**src/rtl/seg_scan.sv**
```systemverilog
// Six-digit multiplexed 7-segment scanner: per-frame input snapshot, BCD decode,
// anti-ghost blanking, leading-zero suppression, decimal points and per-digit blinking.
module seg_scan #(
  parameter int CLK_HZ         = 50_000_000,
  parameter int SCAN_HZ        = 1000,
  parameter int BLANK_CYC      = 500,
  parameter int BLINK_HZ       = 2,
  parameter bit SEG_ACTIVE_LOW = 1'b1,
  parameter bit SEL_ACTIVE_LOW = 1'b1
) (
  input  logic        clk,
  input  logic        rst,
  input  logic [23:0] digits,
  input  logic        blank_lz,
  input  logic [5:0]  dp_mask,
  input  logic [5:0]  blink_mask,
  output logic [7:0]  seg,
  output logic [5:0]  sel,
  output logic        frame
);

  localparam int SLOT    = CLK_HZ / SCAN_HZ;
  localparam int HALF    = CLK_HZ / (2 * BLINK_HZ);
  localparam int SLOT_W  = (SLOT > 1) ? $clog2(SLOT) : 1;
  localparam int BLINK_W = (HALF > 1) ? $clog2(HALF) : 1;

  function automatic logic [6:0] bcd_decode(input logic [3:0] nib);
    logic [6:0] s;
    case (nib)
      4'd0:    s = 7'h3F;
      4'd1:    s = 7'h06;
      4'd2:    s = 7'h5B;
      4'd3:    s = 7'h4F;
      4'd4:    s = 7'h66;
      4'd5:    s = 7'h6D;
      4'd6:    s = 7'h7D;
      4'd7:    s = 7'h07;
      4'd8:    s = 7'h7F;
      4'd9:    s = 7'h6F;
      default: s = 7'h40;
    endcase
    return s;
  endfunction

  function automatic logic [7:0] seg_pol(input logic [7:0] lit);
    return SEG_ACTIVE_LOW ? ~lit : lit;
  endfunction

  function automatic logic [5:0] sel_pol(input logic [5:0] on);
    return SEL_ACTIVE_LOW ? ~on : on;
  endfunction

  logic [SLOT_W-1:0]  slot_cnt_q, slot_cnt_d;
  logic [2:0]         idx_q, idx_d;
  logic               load_q, load_d;
  logic [23:0]        dig_q, dig_d;
  logic               lz_en_q, lz_en_d;
  logic [5:0]         dp_q, dp_d;
  logic [5:0]         blk_q, blk_d;
  logic [BLINK_W-1:0] blink_cnt_q, blink_cnt_d;
  logic               blink_ph_q, blink_ph_d;
  logic               frame_q, frame_d;
  logic [7:0]         seg_q, seg_d;
  logic [5:0]         sel_q, sel_d;

  logic       slot_wrap, snap;
  logic [5:0] lead;
  logic [3:0] cur_nib;
  logic       cur_dp, cur_blk, cur_lz;
  logic [7:0] lit;

  // lead[i]: digit i and every digit above it are zero
  always_comb begin
    lead    = '0;
    lead[5] = (dig_q[23:20] == 4'd0);
    for (int i = 4; i >= 0; i--) begin
      lead[i] = lead[i+1] && (dig_q[4*i +: 4] == 4'd0);
    end
  end

  always_comb begin
    cur_nib = '0;
    cur_dp  = 1'b0;
    cur_blk = 1'b0;
    cur_lz  = 1'b0;
    for (int i = 0; i < 6; i++) begin
      if (idx_q == 3'(i)) begin
        cur_nib = dig_q[4*i +: 4];
        cur_dp  = dp_q[i];
        cur_blk = blk_q[i];
        cur_lz  = (i != 0) && lz_en_q && lead[i];
      end
    end
  end

  always_comb begin
    slot_wrap  = (slot_cnt_q == SLOT_W'(SLOT - 1));
    slot_cnt_d = slot_wrap ? '0 : slot_cnt_q + 1'b1;
    idx_d      = idx_q;
    if (slot_wrap) begin
      idx_d = (idx_q == 3'd5) ? 3'd0 : idx_q + 3'd1;
    end

    // Snapshot at frame boundary, or on the very first cycle out of reset
    snap    = load_q || (slot_wrap && (idx_q == 3'd5));
    load_d  = 1'b0;
    frame_d = snap;
    dig_d   = snap ? digits     : dig_q;
    lz_en_d = snap ? blank_lz   : lz_en_q;
    dp_d    = snap ? dp_mask    : dp_q;
    blk_d   = snap ? blink_mask : blk_q;

    blink_cnt_d = blink_cnt_q + 1'b1;
    blink_ph_d  = blink_ph_q;
    if (blink_cnt_q == BLINK_W'(HALF - 1)) begin
      blink_cnt_d = '0;
      blink_ph_d  = ~blink_ph_q;
    end

    // Blink-off wins over everything, including dp; leading-zero blank keeps dp
    lit = 8'h00;
    if (!(blink_ph_q && cur_blk)) begin
      lit[7]   = cur_dp;
      lit[6:0] = cur_lz ? 7'h00 : bcd_decode(cur_nib);
    end

    if (slot_cnt_q < SLOT_W'(BLANK_CYC)) begin
      seg_d = seg_pol(8'h00);
      sel_d = sel_pol(6'h00);
    end else begin
      seg_d = seg_pol(lit);
      sel_d = sel_pol(6'b000001 << idx_q);
    end
  end

  always_ff @(posedge clk) begin
    if (rst) begin
      slot_cnt_q  <= '0;
      idx_q       <= 3'd0;
      load_q      <= 1'b1;
      dig_q       <= '0;
      lz_en_q     <= 1'b0;
      dp_q        <= '0;
      blk_q       <= '0;
      blink_cnt_q <= '0;
      blink_ph_q  <= 1'b0;
      frame_q     <= 1'b0;
      seg_q       <= seg_pol(8'h00);
      sel_q       <= sel_pol(6'h00);
    end else begin
      slot_cnt_q  <= slot_cnt_d;
      idx_q       <= idx_d;
      load_q      <= load_d;
      dig_q       <= dig_d;
      lz_en_q     <= lz_en_d;
      dp_q        <= dp_d;
      blk_q       <= blk_d;
      blink_cnt_q <= blink_cnt_d;
      blink_ph_q  <= blink_ph_d;
      frame_q     <= frame_d;
      seg_q       <= seg_d;
      sel_q       <= sel_d;
    end
  end

  assign seg   = seg_q;
  assign sel   = sel_q;
  assign frame = frame_q;

endmodule

```
**config.mk**
```make
export PLATFORM = sky130hd
export DESIGN_NAME = seg_scan
export DESIGN_NICKNAME = d
export VERILOG_FILES = /design/src/rtl/seg_scan.sv
export SDC_FILE = /design/constraint.sdc
export NUM_CORES = 1
export LEC_CHECK = 0
export ABC_CLOCK_PERIOD_IN_PS = 6500
export CORE_MARGIN = 4
export CORE_UTILIZATION = 41
export DETAILED_ROUTE_END_ITERATION = 7
export GPL_TIMING_DRIVEN = 0
export PLACE_DENSITY_LB_ADDON = 0.2
export SYNTH_ARGS = -nofsm -noshare
export SYNTH_HDL_FRONTEND = slang
export SYNTH_SLANG_ARGS = --single-unit
```
**constraint.sdc**
```tcl
create_clock -name clk -period 6.5 [get_ports clk]
set_input_delay 1.3 -clock clk [delete_from_list [all_inputs] [get_ports clk]]
set_output_delay 1.3 -clock clk [all_outputs]
set_load 0.005 [all_outputs]
```
==> PnR_summary.wiki <==
{| class="wikitable"
! Metric !! Value
|-
| Status || finished clean
|-
| Residual overflow from global routing || 0
|-
| Data required time at the worst endpoint || about 6.7 ns
|-
| Hold violation count in the final report || 0
|-
| Fraction of post-synthesis cell area in the top cell type by area || between 40% and 50%
|-
| Unrepaired setup endpoints after global routing || false
|-
| Overall routed net length || around 9600 microns
|-
| Global placer's final weighted congestion || slightly below 0.9
|-
| Relative slew slack || approximately 40%
|-
| Startpoint kind of the worst setup timing path || flop
|-
| Crit path arrival time || between 3 and 4 ns
|-
| Total number of vias || ~3600
|-
| Number of enable-type register cells in the synthesized netlist || 0
|-
| Via count of the first global-routing pass || between 3000 and 4000
|-
| Max IR drop VDD || between 0.1 and 0.15 mV
|-
| Share of the synthesized netlist area taken by xor and xnor gates || under 10%
|-
| Transition time at the pin with the least slew margin || about 0.88 ns
|-
| Total of flip-flops plus latches after synthesis || 97
|-
| Compound-Gate Fraction of Synth Area || a little over a tenth
|-
| Minimum clock period || just over 3 ns
|-
| Start point of the worst hold path || blk_q[0]
|-
| Yosys cell types || slightly below 60
|-
| Most Used Layer, Global Route || met2
|-
| Power per cell area || around 210 nW/um^2
|-
| Count of buffers from port buffering || 53
|-
| Syn_nets || ~560
|-
| Maximum Capacitance Violations || 0
|-
| Fin nets || between 600 and 700
|-
| # Post-CTS Setup Buffers || 0
|-
| Routed wirelength normalized by instance count || 13.54 microns
|-
| Number of rows in the core area || 36
|-
| Synth top area cells || sky130_fd_sc_hd__dfxtp_1, sky130_fd_sc_hd__nand2_1, sky130_fd_sc_hd__nor2_1
|-
| PnR worst setup slack || between 3 and 4 ns
|-
| Cells after synthesis || 510
|-
| Number of warning messages in the yosys log || 0
|-
| Cell total after placement || approximately 700
|-
| Hold Path Class || flop to flop
|-
| Area added between synthesis and finish || 20.63%
|-
| Overall fraction of global-route tracks in use || between 15 and 20%
|-
| Multiplexer share of the synthesized area || under 10%
|-
| Final number of max-transition violations || 0
|-
| Combinational family with the most area after synthesis || simple AND/OR/NAND/NOR gates
|-
| Final instance area || roughly 5100 sq um
|-
| Setup crit end kind || flop
|-
| Remaining number of nets flagged by the antenna check after routing || 0
|-
| Die X-Extent || between 100 and 150 microns
|-
| Clock Root Buffer || sky130_fd_sc_hd__clkbuf_8
|-
| Cells resized by post-CTS repair || 0
|-
| Cell area after synthesis || ~4300 sq um
|-
| Worst Setup Path Type || flop to flop
|-
| Arithmetic-cell share of the synthesized area counting full adders, half adders and majority gates || between 1.5 and 2%
|-
| Max FO, Critical Path || 10
|-
| Most numerous cell in the Yosys netlist || sky130_fd_sc_hd__dfxtp_1
|-
| Launching instance or port of the critical path || idx_q[1]
|-
| Cell taking the most area after synthesis || sky130_fd_sc_hd__dfxtp_1
|-
| Leading cell types by count after synthesis || sky130_fd_sc_hd__dfxtp_1, sky130_fd_sc_hd__nand2_1, sky130_fd_sc_hd__nor2_1
|-
| Num ports || 54
|-
| Achievable Freq || about 320 MHz
|-
| Final period util || roughly 48%
|-
| Count of antenna diodes in the layout || 0
|-
| Core region area || 9955 sq um
|-
| Proportion of layout cells with a drive suffix above 1 || 6.586%
|-
| Worst Hold Slack || 0.4562 ns
|-
| Placed cell areas || around 5000 sq um
|-
| Share of async-settable or async-resettable flops after synthesis || 0%
|-
| Sum of net half-perimeters after detailed placement || roughly 7200 microns
|-
| 1st-pass router iterations || 4
|-
| Final cell count without fillers || 710
|-
| Most frequently used flop master after synthesis || sky130_fd_sc_hd__dfxtp_1
|-
| GR met3 Demand/Resource || around 4.7%
|-
| Clock Path Buffers || 2
|-
| Post-synthesis simple-gate area fraction || about a quarter
|-
| Latest clock arrival within the worst-skew pair || 0.37 ns
|-
| Die span in y || 110.0 microns
|-
| Die footprint || 12100 sq um
|-
| Clock edge transition at the registers on the reported setup and hold paths || ~0.080 ns
|-
| DRC violation count after routing || 0
|-
| Pre-CTS setup slack || ~3.4 ns
|-
| Number of buffers added by the clock tree synthesis step || 9
|-
| Utilization after layout || between 50% and 60%
|-
| Post-layout total power || 1.084 mW
|-
| First-pass GRT wire length || ~16000 microns
|-
| P_leak || about 1.8 nW
|-
| Level count of the clock H-tree || 3
|-
| Post-route setup TNS || 0 ns
|-
| Share of synthesized area occupied by flip-flops and latches || between 40% and 50%
|-
| Starting density of the core || a little over two fifths
|-
| Met1 Use GR || 19.21%
|-
| Maximum number of pins on one net before global-route repair || 15
|-
| Clock tree from TritonCTS || yes
|-
| Average size of a mapped cell || approximately 8.4 sq um
|-
| Grt met2 use || slightly below 30%
|-
| Detail-routed via count per cell || between 5 and 6
|-
| Cts-stage hold buffer count || 0
|-
| Worst reg2reg path startpoint || idx_q[1]
|-
| Fin Clk Skew || roughly 0.011 ns
|-
| Clk sink count || 97
|-
| Final Setup Violations || 0
|-
| Antenna violations before repair || 0
|-
| Starting DRC count in detailed routing || between 100 and 150
|}
## worst max-delay path, cell delays in order, from the launching register on
cell and delay [ns]:
sky130_fd_sc_hd__dfxtp_1 0.34, sky130_fd_sc_hd__buf_4 0.15, sky130_fd_sc_hd__clkbuf_1 0.45, sky130_fd_sc_hd__and2_1 0.21
sky130_fd_sc_hd__ha_1 0.13, sky130_fd_sc_hd__buf_2 0.21, sky130_fd_sc_hd__clkbuf_1 0.40, sky130_fd_sc_hd__nor4_1 0.10
sky130_fd_sc_hd__o311a_1 0.37, sky130_fd_sc_hd__a211oi_2 0.43, sky130_fd_sc_hd__o21ai_0 0.16
## sequential cells by signal, indices dropped and copies added (netlist names)
register / cells
frame: 1
dp_q: 6
load_q: 1
slot_cnt_q: 16
lz_en_q: 1
sel: 6
idx_q: 3
blk_q: 6
seg: 8
blink_ph_q: 1
blink_cnt_q: 24
dig_q: 24
## layer usage
layer / part of all wire [%] / vias to the layer above
met3: 4.6 / 8
li1: - / 1851
met2: 50 / 67
met5: 0 / -
met4: 1.2 / 0
met1: 44 / 1640
## cell families (layout without fill, tap and decap cells)
group / Yosys count / count (layout)
XOR/XNOR: 38 / 38
buffers and inverters: 44 / 111
adder cells (fa/ha/maj): 6 / 6
AO/OA/AOI/OAI: 73 / 73
AND/OR/NAND/NOR: 238 / 238
multiplexers: 14 / 14
flip-flops: 97 / 97
## layout make-up
type                       instances  area (sq um)
sequential                        97          1942
fill                             959          4811
tap                              133         166.4
inverter                          14         52.55
clock buffer                      10         137.6
clock inverter                     4         45.04
timing repair buffer              53         530.5
buffer                            30         153.9
multi-input combinational        369          2116
## power by group
group,switching [mW],internal [mW]
registers,0.0131,0.610
logic,0.0406,0.0451
clock network,0.193,0.182
total,0.247,0.837
## final timing paths
path,end,slack [ns],cells after the start
min reg2reg,blk_q[0],0.46,2
max reg2reg,seg[6],3.40,10
max,seg[6],3.40,10
min,blk_q[0],0.46,2
## cell usage in the layout (no fill, tap or decap), types with 3 or more instances in the layout
master	count
sky130_fd_sc_hd__mux2i_1	9
sky130_fd_sc_hd__nor4_1	9
sky130_fd_sc_hd__nor3_1	10
sky130_fd_sc_hd__buf_4	4
sky130_fd_sc_hd__nand4_1	9
sky130_fd_sc_hd__buf_2	9
sky130_fd_sc_hd__o21ai_0	8
sky130_fd_sc_hd__nand3_1	20
sky130_fd_sc_hd__nor2_1	66
sky130_fd_sc_hd__nand2_1	93
sky130_fd_sc_hd__and2_1	3
sky130_fd_sc_hd__a21oi_1	39
sky130_fd_sc_hd__clkbuf_8	10
sky130_fd_sc_hd__nor2b_1	3
sky130_fd_sc_hd__clkinv_2	3
sky130_fd_sc_hd__clkbuf_1	15
sky130_fd_sc_hd__clkdlybuf4s50_1	53
sky130_fd_sc_hd__xor2_1	12
sky130_fd_sc_hd__nor4bb_1	3
sky130_fd_sc_hd__xnor2_1	26
sky130_fd_sc_hd__o21ai_1	3
sky130_fd_sc_hd__ha_1	6
sky130_fd_sc_hd__mux2_2	3
sky130_fd_sc_hd__inv_1	14
sky130_fd_sc_hd__dfxtp_1	97
sky130_fd_sc_hd__and3_1	4
Power figures use the tool's default switching activity.
